### src/rtl/lcd_frame_capture_if.sv
// Parallel RGB565 LCD video bus: syncs, data enable and colour channels.
// The source drives the bus and the capture block receives it.
interface lcd_frame_capture_if;
  logic       vid_hsync;
  logic       vid_vsync;
  logic       vid_de;
  logic [4:0] vid_r;
  logic [5:0] vid_g;
  logic [4:0] vid_b;

  modport master (
    output vid_hsync, vid_vsync, vid_de, vid_r, vid_g, vid_b
  );

  modport slave (
    input vid_hsync, vid_vsync, vid_de, vid_r, vid_g, vid_b
  );
endinterface

### src/rtl/lcd_frame_capture.sv
// Captures a window of an incoming RGB565 LCD stream and decimates it by 4 in X and Y.
// Each kept pixel is written as RGB332 to a 64x64 video RAM. Line and frame sizes are measured.
module lcd_frame_capture #(
  parameter int unsigned START_X    = 160,
  parameter int unsigned START_Y    = 18,
  parameter int unsigned WIN_W      = 256,
  parameter int unsigned WIN_H      = 256,
  parameter bit          CONTINUOUS = 1'b0
) (
  input  logic                 clk,
  input  logic                 reset,
  lcd_frame_capture_if.slave   vid,
  input  logic                 arm,
  output logic                 wr_en,
  output logic [11:0]          wr_addr,
  output logic [7:0]           wr_data,
  output logic                 busy,
  output logic                 frame_done,
  output logic [15:0]          line_pixels,
  output logic [15:0]          frame_lines
);

  typedef enum logic [1:0] {
    IDLE,
    WAIT_FRAME,
    CAPTURE
  } state_t;

  state_t state, state_nxt;
  logic   done_nxt;

  logic       s1_hs, s1_vs, s1_de;
  logic [4:0] s1_r;
  logic [5:0] s1_g;
  logic [4:0] s1_b;
  logic       p_de, p_vs;

  logic [15:0] x, y, y_inc;
  logic        de_fall, vs_fall;
  logic        in_x, in_y, keep;
  logic [7:0]  xrel, yrel;

  logic unused_bits;
  assign unused_bits = ^{s1_hs, s1_r[1:0], s1_g[2:0], s1_b[2:0]};

  always_ff @(posedge clk) begin
    if (reset) begin
      s1_hs <= 1'b0;
      s1_vs <= 1'b0;
      s1_de <= 1'b0;
      s1_r  <= '0;
      s1_g  <= '0;
      s1_b  <= '0;
      p_de  <= 1'b0;
      p_vs  <= 1'b0;
    end else begin
      s1_hs <= vid.vid_hsync;
      s1_vs <= vid.vid_vsync;
      s1_de <= vid.vid_de;
      s1_r  <= vid.vid_r;
      s1_g  <= vid.vid_g;
      s1_b  <= vid.vid_b;
      p_de  <= s1_de;
      p_vs  <= s1_vs;
    end
  end

  assign de_fall = p_de & ~s1_de;
  assign vs_fall = p_vs & ~s1_vs;
  assign y_inc   = (y == '1) ? y : y + 16'd1;

  always_ff @(posedge clk) begin
    if (reset) begin
      x           <= '0;
      y           <= '0;
      line_pixels <= '0;
      frame_lines <= '0;
    end else begin
      if (de_fall) begin
        x           <= '0;
        line_pixels <= x;
      end else if (s1_de && (x != '1)) begin
        x <= x + 16'd1;
      end
      // A line ending on the frame-start cycle still counts toward the finished frame.
      if (vs_fall) begin
        y           <= '0;
        frame_lines <= de_fall ? y_inc : y;
      end else if (de_fall) begin
        y <= y_inc;
      end
    end
  end

  // Only the low 8 bits of the relative coordinates matter; the range check keeps them below 256.
  assign xrel = 8'(x) - 8'(START_X);
  assign yrel = 8'(y) - 8'(START_Y);
  assign in_x = (32'(x) >= START_X) && (32'(x) < START_X + WIN_W);
  assign in_y = (32'(y) >= START_Y) && (32'(y) < START_Y + WIN_H);
  assign keep = s1_de && in_x && in_y && (xrel[1:0] == 2'b00) && (yrel[1:0] == 2'b00);

  always_ff @(posedge clk) begin
    if (reset) state <= IDLE;
    else       state <= state_nxt;
  end

  always_comb begin
    state_nxt = state;
    done_nxt  = 1'b0;
    case (state)
      IDLE: begin
        if (arm || CONTINUOUS) state_nxt = WAIT_FRAME;
      end
      WAIT_FRAME: begin
        if (vs_fall) state_nxt = CAPTURE;
      end
      CAPTURE: begin
        if (vs_fall) begin
          done_nxt  = 1'b1;
          state_nxt = CONTINUOUS ? CAPTURE : IDLE;
        end
      end
      default: state_nxt = IDLE;
    endcase
  end

  assign busy = (state != IDLE);

  // A pixel on the frame-start cycle still carries the old frame's y, so it is dropped.
  always_ff @(posedge clk) begin
    if (reset) begin
      wr_en      <= 1'b0;
      wr_addr    <= '0;
      wr_data    <= '0;
      frame_done <= 1'b0;
    end else begin
      wr_en      <= keep && (state == CAPTURE) && !vs_fall;
      wr_addr    <= {yrel[7:2], xrel[7:2]};
      wr_data    <= {s1_r[4:2], s1_g[5:3], s1_b[4:3]};
      frame_done <= done_nxt;
    end
  end

endmodule
### src/flat_wrapper.sv
// flat-port wrapper written by rule: the top's interface ports become plain ports
module lcd_frame_capture_flat 
#(
  parameter int unsigned START_X    = 160,
  parameter int unsigned START_Y    = 18,
  parameter int unsigned WIN_W      = 256,
  parameter int unsigned WIN_H      = 256,
  parameter bit          CONTINUOUS = 1'b0
)
  (clk, reset, arm, wr_en, wr_addr, wr_data, busy, frame_done, line_pixels, frame_lines, vid_vid_hsync, vid_vid_vsync, vid_vid_de, vid_vid_r, vid_vid_g, vid_vid_b);
  lcd_frame_capture_if vid_i ();
  input  logic clk;
  input  logic reset;
  input  logic arm;
  output logic wr_en;
  output logic [11:0] wr_addr;
  output logic [7:0] wr_data;
  output logic busy;
  output logic frame_done;
  output logic [15:0] line_pixels;
  output logic [15:0] frame_lines;
  input wire logic [$bits(vid_i.vid_hsync)-1:0] vid_vid_hsync;
  input wire logic [$bits(vid_i.vid_vsync)-1:0] vid_vid_vsync;
  input wire logic [$bits(vid_i.vid_de)-1:0] vid_vid_de;
  input wire logic [$bits(vid_i.vid_r)-1:0] vid_vid_r;
  input wire logic [$bits(vid_i.vid_g)-1:0] vid_vid_g;
  input wire logic [$bits(vid_i.vid_b)-1:0] vid_vid_b;
  assign vid_i.vid_hsync = vid_vid_hsync;
  assign vid_i.vid_vsync = vid_vid_vsync;
  assign vid_i.vid_de = vid_vid_de;
  assign vid_i.vid_r = vid_vid_r;
  assign vid_i.vid_g = vid_vid_g;
  assign vid_i.vid_b = vid_vid_b;
  lcd_frame_capture #(.START_X(START_X), .START_Y(START_Y), .WIN_W(WIN_W), .WIN_H(WIN_H), .CONTINUOUS(CONTINUOUS)) u_core (.clk(clk), .reset(reset), .vid(vid_i), .arm(arm), .wr_en(wr_en), .wr_addr(wr_addr), .wr_data(wr_data), .busy(busy), .frame_done(frame_done), .line_pixels(line_pixels), .frame_lines(frame_lines));
endmodule
### config.mk
export PLATFORM = sky130hd
export DESIGN_NAME = lcd_frame_capture_flat
export DESIGN_NICKNAME = d
export VERILOG_FILES = /design/src/rtl/lcd_frame_capture_if.sv /design/src/rtl/lcd_frame_capture.sv /design/src/flat_wrapper.sv
export SDC_FILE = /design/constraint.sdc
export NUM_CORES = 1
export LEC_CHECK = 0
export BUFFER_PORTS_ARGS = -buffer_cell sky130_fd_sc_hd__buf_2
export CAP_MARGIN = 20
export CORE_ASPECT_RATIO = 0.7
export CORE_MARGIN = 5
export CORE_UTILIZATION = 35
export CTS_BUF_LIST = sky130_fd_sc_hd__clkbuf_8 sky130_fd_sc_hd__clkbuf_16
export DETAILED_ROUTE_END_ITERATION = 12
export GPL_ROUTABILITY_DRIVEN = 0
export PLACE_DENSITY = 0.64
export SYNTH_ARGS = -nofsm -noshare
export SYNTH_HDL_FRONTEND = slang
export SYNTH_SLANG_ARGS = --single-unit
### constraint.sdc
create_clock -name clk -period 2.4 [get_ports clk]
set_clock_uncertainty 0.1 [all_clocks]
set_input_delay 0.36 -clock clk [delete_from_list [all_inputs] [get_ports clk]]
set_output_delay 0.36 -clock clk [all_outputs]
set_load 0.05 [all_outputs]
==> results.sh <==
export IMPL_cp_required_ns=2.51
export IMPL_tns_ns=0
export IMPL_dieArea_sq_um=14600
export IMPL_fp_dieW_um=142
export IMPL_syn2layout_area_growth_pct=18.4
export IMPL_critPathKind="reg2reg"
export IMPL_fin_hold_ws_ns=0.121
export IMPL_timing_final_crit_share_pct=87.8
export IMPL_r2r_end="u_core.frame_lines[14]"
export IMPL_grt_pass1_wl_um=17900
export IMPL_dp_slack_ns=0.361
export IMPL_final_cells=708
export IMPL_hold_depth=2
export IMPL_reg2regPathDepth=4
export IMPL_worst_pin_slew_ns=0.750
export IMPL_fin_total_pwr_uw=3390
export IMPL_yosysSeqAreaShare_pct=46.8
export IMPL_first_pass_iters=5
export IMPL_path_max_fanout=14
export IMPL_power_density_nw_per_um2=669
export IMPL_slew_viol_final=0
export IMPL_cts_resized=0
export IMPL_grt_start_max_net_pins=55
export IMPL_layout_common_cells="dfxtp_1 (100), buf_2 (67), nand2_1 (60), a21oi_1 (44), nor2b_1 (25)"
export IMPL_p_leak_uw=0.00197
export IMPL_top_layer_used="met4"
export IMPL_placementRows=33
export IMPL_cts_setup_buffers=0
export IMPL_yosys_warnings=0
export IMPL_antenna_left=0
export IMPL_syn_nets=518
export IMPL_dp_hpwl_um=7680
export IMPL_chipHeight_um=102
export IMPL_antenna_found_initial=0
export IMPL_start_util_pct=36.1
export IMPL_synthArstFlopShare_pct=0
export IMPL_gr_usage_all_layers_pct=15.5
export IMPL_postSynthCellCount=488
export IMPL_rr_startpoint="u_core.y[4]"
export IMPL_synth_edff_count=0
export IMPL_htree_levels=3
export IMPL_rsz0062_at_grt="no"
export IMPL_hold_class="in2reg"
export IMPL_netlist_area_sq_um=4270
export IMPL_clk_pin_slew_worst_paths_ns=0.07
export IMPL_wl_um=10800
export IMPL_ir_drop_uv=430
export IMPL_crit_path_start_kind="flop"
export IMPL_ios=77
export IMPL_setup_viol=0
export IMPL_ys_seq_elements=100
export IMPL_synth_avg_cell_area_sq_um=8.76
export IMPL_portBuffers=67
export IMPL_clock_latency_ns=0.35
export IMPL_diodes=0
export IMPL_core_area_sq_um=11900
export IMPL_clock_sinks=100
export IMPL_outcome="completed"
export IMPL_crit_arrival_ns=2.22
export IMPL_grt_pass1_vias=3506
export IMPL_drv_cap=0
export IMPL_fin_crit_ns=2.11
export IMPL_cts_tree="built"
export IMPL_synth_distinct_cells=50
export IMPL_drt_drc_violations_left=0
export IMPL_grt_overflow_total=0
export IMPL_setup_ws_ns=0.293
export IMPL_cts_max_path_buffers=2
export IMPL_drt_met1_wl_um=5480
export IMPL_drt_initial_drc_count=243
export IMPL_cts_buffers=9
export IMPL_r2r_slack_ns=0.29
export IMPL_slew_limit_headroom_pct=49.8
export IMPL_wire_per_inst_um=15.2
export IMPL_synth_top_flop_cell="dfxtp_1"
export IMPL_layout_commonest_cell="dfxtp_1"
export IMPL_fmax_ghz=0.475
export IMPL_viasPerCell=5.29
export IMPL_dp_cells=692
export IMPL_cp_end_kind="flop"
export IMPL_whs_endpoint="u_core.s1_r[3]"
export IMPL_num_vias=3747
export IMPL_dr_wl_met3_um=1030
export IMPL_drive_above_1_share_pct=19.2
export IMPL_wl_met2_um=4170
export IMPL_ctsHoldBuffers=0
export IMPL_root_buffer="clkbuf_16"
export IMPL_final_hold_viol_count=0
export IMPL_final_nets=576
export IMPL_holdCritStartpoint="vid_vid_r[3]"
-- report_power, final --
group / internal (uW) / total [uW] / switching (uW) / leakage [uW]
clock network: 858 / 1480 / 625 / 0.000153
logic: 53.1 / 192 / 139 / 0.00101
registers: 1690 / 1710 / 20.1 / 0.000813
-- worst max path at each step --
stage                 from                endpoint  slack (ns)  cells after the start
4_1_cts        u_core.y[4]  u_core.frame_lines[14]        0.33                      4
6_report       u_core.y[4]  u_core.frame_lines[14]        0.29                      4
5_1_grt        u_core.y[4]  u_core.frame_lines[14]        0.13                      4
3_5_place_dp   u_core.y[2]  u_core.frame_lines[11]        0.36                      5
2_1_floorplan  u_core.y[1]  u_core.frame_lines[14]        0.61                      5
3_3_place_gp   u_core.y[1]  u_core.frame_lines[14]        0.41                      5
-- synthesized netlist by cell type (2+ instances only) --
cell type,number,area share (%)
nor3b_1,4,0.70
a21oi_1,44,5.2
o31ai_1,13,2.3
nand2_1,60,5.3
or4_1,14,2.5
nor4_4,2,1.0
xor2_1,2,0.41
clkbuf_2,2,0.23
and3_1,6,0.88
inv_1,13,1.1
dfxtp_1,100,47
and4b_1,2,0.47
nor2b_1,25,3.7
xnor2_1,3,0.61
clkbuf_1,21,1.8
or2_2,2,0.29
and4_1,4,0.82
o22a_1,3,0.61
mux2i_1,3,0.70
ha_1,8,2.3
nand3_1,22,2.6
a32oi_1,2,0.41
nor2_1,21,1.8
nand4_1,14,2.0
o21ai_0,18,2.1
o211ai_1,11,1.9
or3_1,14,2.0
a31oi_1,2,0.29
nor4_2,2,0.59
buf_2,7,0.82
nand2b_1,6,0.88
o41ai_1,2,0.41
nor3_1,12,1.4
nand4b_1,2,0.41
nor4_1,7,1.0
-- registers in the layout (all words and copies together), names as in the netlist, 3 cells and up --
signal / count
u_core.frame_lines: 16
u_core.line_pixels: 16
u_core.s1_g: 3
u_core.s1_r: 3
u_core.wr_addr: 12
u_core.wr_data: 8
u_core.x: 16
u_core.y: 16
-- stage by stage --
step	utilization, %	instance area [sq um]
6_report	42.7	5060
5_1_grt	42.7	5060
4_1_cts	42.7	5060
3_5_place_dp	40.1	4760
3_3_place_gp	40.1	4760
2_1_floorplan	-	4270
-- worst max-delay path: stages (launching register included) --
cell     delay, ns
dfxtp_1       0.59
nand4_2       0.29
nor4_2        0.55
nor3b_1       0.34
o31ai_1       0.09
-- final cells by class --
cell class	count	area [sq um]
clock buffers	11	253
flip-flops and latches	100	2000
multi-input cells	342	2080
repair buffers	80	433
fillers	1195	6790
clock inverters	5	51.3
inverters	13	48.8
well taps	157	196
-- cell families after synthesis --
logic type / synth area share [%]
adders and majority gates: 2.34
and+or+nand+nor: 30.7
buffers and inverters: 4.57
DFF: 46.8
AOI/OAI and AO/OA: 13.9
xor gates and xnor gates: 1.02
muxes: 0.703
-- routing by layer --
metal  GRT usage [%]  up-vias
met4            4.87        0
met3            5.61       14
met5               0        -
met1            22.5     1724
met2            21.2      135
li1                -     1874
(Power assumes the default switching activity.)
